--- src/rtl/hsv_arb_pkg.sv ---
// Shared widths, hue limit and FSM state type for the HSV converter arbiter.
package hsv_arb_pkg;

  localparam int H_W   = 11;
  localparam int SV_W  = 8;
  localparam int RGB_W = 24;

  localparam logic [H_W-1:0] HUE_MAX = 11'h5FF;

  typedef enum logic [1:0] {
    IDLE = 2'd0,
    BUSY = 2'd1,
    RESP = 2'd2
  } arb_state_e;

  // Hue codes above HUE_MAX are pinned to HUE_MAX.
  function automatic logic [H_W-1:0] clamp_hue(input logic [H_W-1:0] h);
    return (h > HUE_MAX) ? HUE_MAX : h;
  endfunction

endpackage

--- src/rtl/hsv_rr_pick.sv ---
// Combinational round-robin picker: first active request above i_last, wrapping.
module hsv_rr_pick #(
  parameter int N  = 3,
  parameter int IW = 2
) (
  input  logic [N-1:0]  i_req,
  input  logic [IW-1:0] i_last,
  output logic [N-1:0]  o_gnt,
  output logic [IW-1:0] o_idx,
  output logic          o_any
);

  always_comb begin
    o_gnt = '0;
    o_idx = '0;
    o_any = 1'b0;
    // k walks the priority order last+1, last+2, ... ; i names the matching slot.
    for (int k = 1; k <= N; k++) begin
      for (int i = 0; i < N; i++) begin
        if (!o_any && (((int'(i_last) + k) % N) == i) && i_req[i]) begin
          o_gnt[i] = 1'b1;
          o_idx    = IW'(i);
          o_any    = 1'b1;
        end
      end
    end
  end

endmodule

--- src/rtl/hsv_conv_arbiter.sv ---
// Round-robin sharing of one HSV->RGB converter among NUM_REQ requesters,
// with hue clamping, fixed converter latency wait and id-tagged result.
module hsv_conv_arbiter
  import hsv_arb_pkg::*;
#(
  parameter int NUM_REQ  = 3,
  parameter int CONV_LAT = 0
) (
  input  logic                    clk,
  input  logic                    reset,
  input  logic [NUM_REQ-1:0]      req_valid,
  input  logic [H_W*NUM_REQ-1:0]  req_h,
  input  logic [SV_W*NUM_REQ-1:0] req_s,
  input  logic [SV_W*NUM_REQ-1:0] req_v,
  output logic [NUM_REQ-1:0]      req_ready,
  output logic [15:0]             conv_h,
  output logic [SV_W-1:0]         conv_s,
  output logic [SV_W-1:0]         conv_v,
  input  logic [RGB_W-1:0]        conv_rgb,
  output logic                    rsp_valid,
  output logic [1:0]              rsp_id,
  output logic [RGB_W-1:0]        rsp_rgb,
  output logic [1:0]              dbg_state
);

  arb_state_e       r_state, w_next;
  logic [1:0]       r_last, r_cnt, r_pend_id, r_rsp_id;
  logic [H_W-1:0]   r_conv_h;
  logic [SV_W-1:0]  r_conv_s, r_conv_v;
  logic [RGB_W-1:0] r_rsp_rgb;

  logic [NUM_REQ-1:0] w_gnt;
  logic [1:0]         w_idx;
  logic               w_any, w_grant_en, w_accept;
  logic [H_W-1:0]     w_h_sel;
  logic [SV_W-1:0]    w_s_sel, w_v_sel;

  hsv_rr_pick #(.N(NUM_REQ), .IW(2)) u_pick (
    .i_req  (req_valid),
    .i_last (r_last),
    .o_gnt  (w_gnt),
    .o_idx  (w_idx),
    .o_any  (w_any)
  );

  // Handshake: requester i transfers on a rising edge where req_valid[i] and
  // req_ready[i] are both high; ready is one-hot, never high in BUSY, and a
  // requester may withdraw valid before it is granted.
  assign w_grant_en = (r_state != BUSY);
  assign w_accept   = w_grant_en & w_any;
  assign req_ready  = w_grant_en ? w_gnt : '0;

  always_comb begin
    w_h_sel = '0;
    w_s_sel = '0;
    w_v_sel = '0;
    for (int i = 0; i < NUM_REQ; i++) begin
      if (w_gnt[i]) begin
        w_h_sel = req_h[i*H_W +: H_W];
        w_s_sel = req_s[i*SV_W +: SV_W];
        w_v_sel = req_v[i*SV_W +: SV_W];
      end
    end
  end

  always_comb begin
    w_next = r_state;
    case (r_state)
      IDLE, RESP: w_next = w_any ? BUSY : IDLE;
      BUSY:       if (r_cnt == 2'd0) w_next = RESP;
      default:    w_next = IDLE;
    endcase
  end

  always_ff @(posedge clk) begin
    if (!reset) begin
      r_state   <= IDLE;
      r_last    <= 2'(NUM_REQ - 1);
      r_cnt     <= '0;
      r_pend_id <= '0;
      r_conv_h  <= '0;
      r_conv_s  <= '0;
      r_conv_v  <= '0;
      r_rsp_id  <= '0;
      r_rsp_rgb <= '0;
    end else begin
      r_state <= w_next;
      if (w_accept) begin
        r_conv_h  <= clamp_hue(w_h_sel);
        r_conv_s  <= w_s_sel;
        r_conv_v  <= w_v_sel;
        r_pend_id <= w_idx;
        r_last    <= w_idx;
        r_cnt     <= 2'(CONV_LAT);
      end
      if (r_state == BUSY) begin
        if (r_cnt != 2'd0) begin
          r_cnt <= r_cnt - 2'd1;
        end else begin
          r_rsp_rgb <= conv_rgb;
          r_rsp_id  <= r_pend_id;
        end
      end
    end
  end

  assign conv_h    = {5'b0, r_conv_h};
  assign conv_s    = r_conv_s;
  assign conv_v    = r_conv_v;
  assign rsp_valid = (r_state == RESP);
  assign rsp_id    = r_rsp_id;
  assign rsp_rgb   = r_rsp_rgb;
  assign dbg_state = r_state;

endmodule

--- config.mk ---
export PLATFORM = sky130hd
export DESIGN_NAME = hsv_conv_arbiter
export DESIGN_NICKNAME = d
export VERILOG_FILES = /design/src/rtl/hsv_arb_pkg.sv /design/src/rtl/hsv_rr_pick.sv /design/src/rtl/hsv_conv_arbiter.sv
export SDC_FILE = /design/constraint.sdc
export NUM_CORES = 1
export LEC_CHECK = 0
export CORE_ASPECT_RATIO = 2
export CORE_UTILIZATION = 33
export DETAILED_ROUTE_END_ITERATION = 16
export HOLD_SLACK_MARGIN = 0.12
export PLACE_DENSITY = 0.76
export SYNTH_ARGS = -nofsm -noshare
export SYNTH_HDL_FRONTEND = slang
export SYNTH_SLANG_ARGS = --single-unit
--- constraint.sdc ---
create_clock -name clk -period 2 [get_ports clk]
set_clock_uncertainty 0.05 [all_clocks]
set_input_delay 0.2 -clock clk [delete_from_list [all_inputs] [get_ports clk]]
set_output_delay 0.2 -clock clk [all_outputs]
set_load 0.02 [all_outputs]
## Word level (Yosys, flattened, before mapping)

Index checks and enable logic that the tools add are counted.

- Word-level logic and storage cells: 104
- Output and inout bits: 64
- Bits in registers: 61

- Bitwise gates (word level): 2
- Add/subtract/negate cells: 4
- Reductions and logical operators: 33
- $lt $le $gt $ge: 1
- Div/mod/pow operators: 3
- Eq/ne operators: 10
- Mux-type cells: 42

Operator list:

| kind | number |
|---|---|
| 32-bit by 2-bit equality test with 1-bit output (second input constant) | 3 |
| 32-bit by 3-bit equality test with 1-bit output (second input constant) | 3 |
| 32-bit zero test | 3 |
| 32-bit by 3-bit remainder unit with 32-bit output (second input constant) | 3 |
| 8-bit two-way mux | 6 |
| 11-bit two-way mux | 4 |
| 2-bit two-way mux | 11 |
| 1-bit two-way mux | 19 |
| 1-bit logical AND | 17 |
| 11-bit > comparator (second input constant) | 1 |
| 1-bit zero test | 8 |
| 2-bit by 2-bit adder with 3-bit output (second input constant) | 2 |
| 2-bit zero test | 2 |
| 2-bit one-hot mux with 2 select lines | 1 |
| 2-bit by 1-bit adder with 3-bit output (second input constant) | 1 |
| 3-bit two-way mux | 1 |
| 2-bit by 1-bit equality test with 1-bit output (second input constant) | 1 |
| 2-bit equality test (second input constant) | 1 |
| 2-bit by 1-bit inequality test with 1-bit output (second input constant) | 1 |
| 2-bit inequality test (second input constant) | 1 |
| 2-bit AND reduction | 1 |
| 2-bit nonzero test | 1 |
| 2-bit OR reduction | 1 |
| 2-bit by 1-bit subtractor with 2-bit output (second input constant) | 1 |
| other kinds (2) | 2 |

## Depth between registers and ports, before layout

- Depth in word-level cells: 41
- Mapped depth: 9
- Gate-level depth less buffers: 8

## Cells and area by module

From an unflattened synthesis, not the netlist that was laid out.

- Cell total of the unflattened synthesis: 339
- Area, all modules: 2924.1 um^2

By module, submodules not included:

| module | area an instance (um^2) | cells each | times used |
|---|---|---|---|
| hsv_conv_arbiter | 2780.2 | 319 | 1 |
| hsv_rr_pick | 143.9 | 20 | 1 |

## Worst setup path before layout

Ideal clock, no wire load.

- Kind: register to register
- From: register r_last[0]
- To: register r_conv_h[4]
- Path buffers: 1
- Period minus slack after synthesis: 2180 ps
- Stages on the path, launching flop included: 10
- Arrival time: 2010 ps
- Required time: 1830 ps
- Setup slack: -180 ps
- Setup time: 120 ps
- Path through: dfxtp_1 > inv_1 > ha_1 > or2_1 > o32ai_1 > nor2_1 > nand2_1 > buf_2 > nor3_1 > a211o_1

- Cells in the longest elaborated chain, start to end: 40
- Elaborated cells on any way between the ends: 63
- Those cells by class: add/sub: 3; div: 3; order compare: 1; eq/ne: 6; mux: 21; bitwise: 1; reduce/logical: 28

Ends and longest elaborated chain:

| what | RTL line | text |
|---|---|---|
| start, declared | hsv_conv_arbiter.sv:27 | `logic [1:0] r_last, r_cnt, r_pend_id, r_rsp_id;` |
| start signal, assigned | hsv_conv_arbiter.sv:78 | `r_last <= 2'(NUM_REQ - 1);` |
| start signal, assigned | hsv_conv_arbiter.sv:93 | `r_last <= w_idx;` |
| 2-bit by 1-bit adder with 3-bit output | hsv_rr_pick.sv:20 | `if (!o_any && (((int'(i_last) + k) % N) == i) && i_req[i]) begin` |
| 32-bit by 3-bit remainder unit with 32-bit output | hsv_rr_pick.sv:20 |  |
| 32-bit zero test | hsv_rr_pick.sv:20 |  |
| 1-bit logical AND | hsv_rr_pick.sv:20 |  |
| 1-bit two-way mux | hsv_rr_pick.sv:20 |  |
| 1-bit zero test | hsv_rr_pick.sv:20 |  |
| 1-bit logical AND (2 in a row) | hsv_rr_pick.sv:20 |  |
| 1-bit two-way mux | hsv_rr_pick.sv:20 |  |
| [... 21 more ...] | - |  |
| 1-bit logical AND (2 in a row) | hsv_rr_pick.sv:20 |  |
| 1-bit two-way mux | hsv_rr_pick.sv:20 |  |
| 1-bit zero test | hsv_rr_pick.sv:20 |  |
| 1-bit logical AND (2 in a row) | hsv_rr_pick.sv:20 |  |
| 1-bit two-way mux | hsv_rr_pick.sv:20 |  |
| 11-bit two-way mux | hsv_conv_arbiter.sv:58 | `if (w_gnt[i]) begin` |
| 11-bit > comparator | hsv_arb_pkg.sv:18 | `return (h > HUE_MAX) ? HUE_MAX : h;` |
| 11-bit two-way mux | hsv_arb_pkg.sv:18 |  |
| end signal, assigned | hsv_conv_arbiter.sv:89 | `r_conv_h <= clamp_hue(w_h_sel);` |
| end, declared | hsv_conv_arbiter.sv:28 | `logic [H_W-1:0] r_conv_h;` |

Several ways; a longest one is shown, not always the timed one.
A chain may end at the register's enable or synchronous reset.

## Worst setup path in the final report

- From: register r_last[0]
- To: register r_conv_h[8]

The elaborated chain is that of the path after synthesis.

==> reports/summary.txt <==
largest net degree at the start of global routing -> 44
pwr/cell area -> 1380 mW/mm^2
Max Clk Rate -> 475 MHz
HPWL Detailed -> 7200 um
failing checks -> setup timing
r2r endpoint -> r_conv_h[8]
clock latency at the later pin of the worst-skew pair -> 0.32 ns
Nets -> 647
Hold Path End -> rsp_rgb[2]
Rows -> 47
CTS max path bufs -> 2
Top FF cell, synth -> dfxtp_1
clock tree sinks -> 60
run status -> finished with violations
met2 WL -> 6110 um
CP Data Arrival Time -> 2.32 ns
count leader, synth -> nand2_1
Ports -> 174
Yosys top cell area share -> 43.0%
Required @ worst endpoint -> 2.21 ns
top post-synthesis cells by count -> 63 x nand2_1, 60 x dfxtp_1, 34 x o21ai_0, 29 x a21boi_0, 20 x clkbuf_1
Die Width -> 67.1 um
Die H -> 132 um
Initial DRT Pass Iterations -> 4
Fill cells -> 659
routability cong. -> 0.854
Met1 Routed Length -> 3660 um
GRT Resource Usage Total -> 22.7%
Syn Area/Cell -> 8.32 um^2
leakage power -> 2.16 nW
reg2reg setup slack -> -0.11 ns
highest metal used -> met4
root buffer cell -> clkbuf_16
DR vias -> 3,336
Core ar. -> 0.00823 mm^2
top cells by area, synth -> dfxtp_1 43%, nand2_1 8.5%, a21boi_0 7.8%, o21ai_0 6.1%, a221o_1 5.7%
final slew viol count -> 0
cell area after layout -> 0.00556 mm^2
Routed WL per cell -> 17.0 um
CTS clk-pin slew, worst paths -> 0.05 ns
drt via density -> 5.23
RSZ-0062 raised after global routing -> true
Synth Warn # -> 0
CTS tree -> built
final count of hold timing violations -> 0
critical path endpoint category -> flop
Die ar. -> 0.00887 mm^2
crit path max fanout -> 9
vias in the first global route -> 3,214
Initial Util -> 34.0%
Netlist cell types -> 37
layout cell share with drive strength beyond 1 -> 20.7%
Synth async-reset ratio -> 0%
Final period util -> 105%
H-tree depth -> 3
Syn Std Cell Area -> 0.00280 mm^2
Synth-to-Final Area Change -> 98.7%
DRT iter0 DRCs -> 140
R2R cell count -> 9
Startpoint Class -> flop
ANT cells -> 0
hold slack final -> 0.394 ns
max-cap violation count -> 0
number of synthesized register bits -> 60
CP peak stage delay -> 0.37 ns
Worst path most repeated cell -> a31oi_4
Seq/Total Area, Yosys -> 43.0%
setup violators final -> 16
CTS Buf Count -> 9
Slowest-stage cell, CP -> dfxtp_4
initial antenna violation count -> 0
Hold Path Origin -> conv_rgb[2]
Worst Path Class, Setup -> reg -> reg
fin crit period -> 2.11 ns
# DRC -> 0
synthesized instance count -> 336
Top Family by Delay on Critical Path -> simple AND/OR/NAND/NOR gates
cell area after placement -> 0.00479 mm^2
Worst VDD drop -> 0.691 mV
hold path depth -> 3
R2R Path Start -> r_last[0]
number of synthesized flops with an enable pin -> 0
setup ws final -> -0.107 ns
first-pass GRT wire length -> 15,200 um
crit path buf inv count -> 2
crit-path cells -> inv_2 -> ha_4 -> or2_4 -> a31oi_4 -> nor2_1 -> a31oi_4 -> nor3b_4 -> buf_12 -> a211o_1
final wirelength -> 10,800 um
Routed Antenna Nets -> 0
I/O Buffers -> 168
worst hold path class -> in -> reg
Synth area leader -> dfxtp_1
met3 WL -> 576 um
grt total ovfl -> 0
==> routing by layer <==
layer	GRT usage, %	up-vias
met3	3.89	31
met2	40.1	165
li1	-	1606
met5	0	-
met1	23.1	1534
met4	15.0	0
==> cell usage in the layout (no fill, tap or decap), types with 4 or more instances in the layout <==
| cell | netlist | routed |
|---|---|---|
| nor3_1 | 11 | 7 |
| and2_1 | 5 | 5 |
| nand2_1 | 63 | 58 |
| clkbuf_16 | 0 | 12 |
| a21boi_0 | 29 | 28 |
| nand2b_1 | 4 | 4 |
| o21ai_0 | 34 | 18 |
| nor3_2 | 0 | 4 |
| clkdlybuf4s50_1 | 0 | 165 |
| a221oi_2 | 0 | 8 |
| o21ai_1 | 0 | 11 |
| buf_12 | 0 | 5 |
| o21ai_2 | 0 | 5 |
| a211o_1 | 9 | 9 |
| dfxtp_1 | 60 | 58 |
| nor2_1 | 15 | 14 |
| nand3_1 | 19 | 17 |
| a221o_1 | 16 | 16 |
| conb_1 | 1 | 5 |
| buf_4 | 5 | 34 |
==> through the flow <==
| stage | power (mW) | std cells | utilization, % | TNS (ns) | setup WS (ns) |
|---|---|---|---|---|---|
| after floorplan | 3.63 | 340 | - | 0 | 0.00261 |
| after global placement | 5.14 | 603 | 58.2 | -3.40 | -0.170 |
| after detailed placement | 5.23 | 603 | 58.2 | -4.34 | -0.209 |
| after CTS | 7.17 | 626 | 64.2 | -0.317 | -0.0385 |
| after global routing | 8.07 | 638 | 67.5 | -1.59 | -0.122 |
| final | 7.68 | 638 | 67.5 | -0.879 | -0.107 |
==> kinds of logic (layout without fill, tap and decap cells) <==
family          Yosys count  count (layout)  synth area share [%]
flops                    60              60                  43.0
buf+inv                  35             234                  5.59
other cells               1               5                 0.134
fa+ha+maj                 2               2                 0.895
simple gates            124             124                  20.0
compound gates          114             115                  30.5
==> power breakdown <==
part | internal, mW | switching [mW]
Sequential | 1.54 | 0.199
Combinational | 2.12 | 2.13
Clock | 1.19 | 0.500
Total | 4.85 | 2.83
==> registers in the layout, summed over array words and instances (netlist names) <==
name and flops:
rsp_rgb 24, r_conv_h 11, conv_s 8, conv_v 8, dbg_state 2, r_cnt 2, r_last 2, rsp_id 2
r_pend_id 1
==> worst register-to-register path, delay by kind of cell, from the launching register on <==
family / cells / cell delay, ns
flops: 1 / 0.37
compound gates: 3 / 0.53
simple gates: 3 / 0.66
buf+inv: 2 / 0.21
fa+ha+maj: 1 / 0.24
==> final cells by class <==
type / count / area (um^2) / share of cell area [%]
clock buffer: 12 / 267 / 4.80
clock inverter: 4 / 70.1 / 1.26
inverter: 5 / 21.3 / 0.383
multi-input combinational: 246 / 1710 / 30.8
sequential: 60 / 1210 / 21.8
tap: 98 / 123 / 2.21
timing repair buffer: 213 / 2150 / 38.8
==> how the worst max path moves through the flow <==
| stage | from | to | slack (ns) | depth (start not counted) |
|---|---|---|---|---|
| CTS | r_last[0] | r_conv_h[7] | -0.04 | 8 |
| finish | r_last[0] | r_conv_h[8] | -0.11 | 9 |
| global route | r_last[0] | r_conv_h[3] | -0.12 | 9 |
| floorplan | r_last[0] | r_conv_h[4] | 0.003 | 9 |
| detailed placement | req_valid[0] | r_conv_h[3] | -0.21 | 8 |
| global placement | req_valid[0] | conv_s[2] | -0.17 | 7 |
==> what timing repair did <==
action	4_1_cts	5_1_grt
setup endpoints to repair	27	30
hold endpoints to repair	0	0
gates resized for setup	36	42
hold buffers	0	0
gates cloned	1	5
buffers inserted	7	7
pin swaps	16	31
No activity file was read; power rests on OpenSTA's default activity.
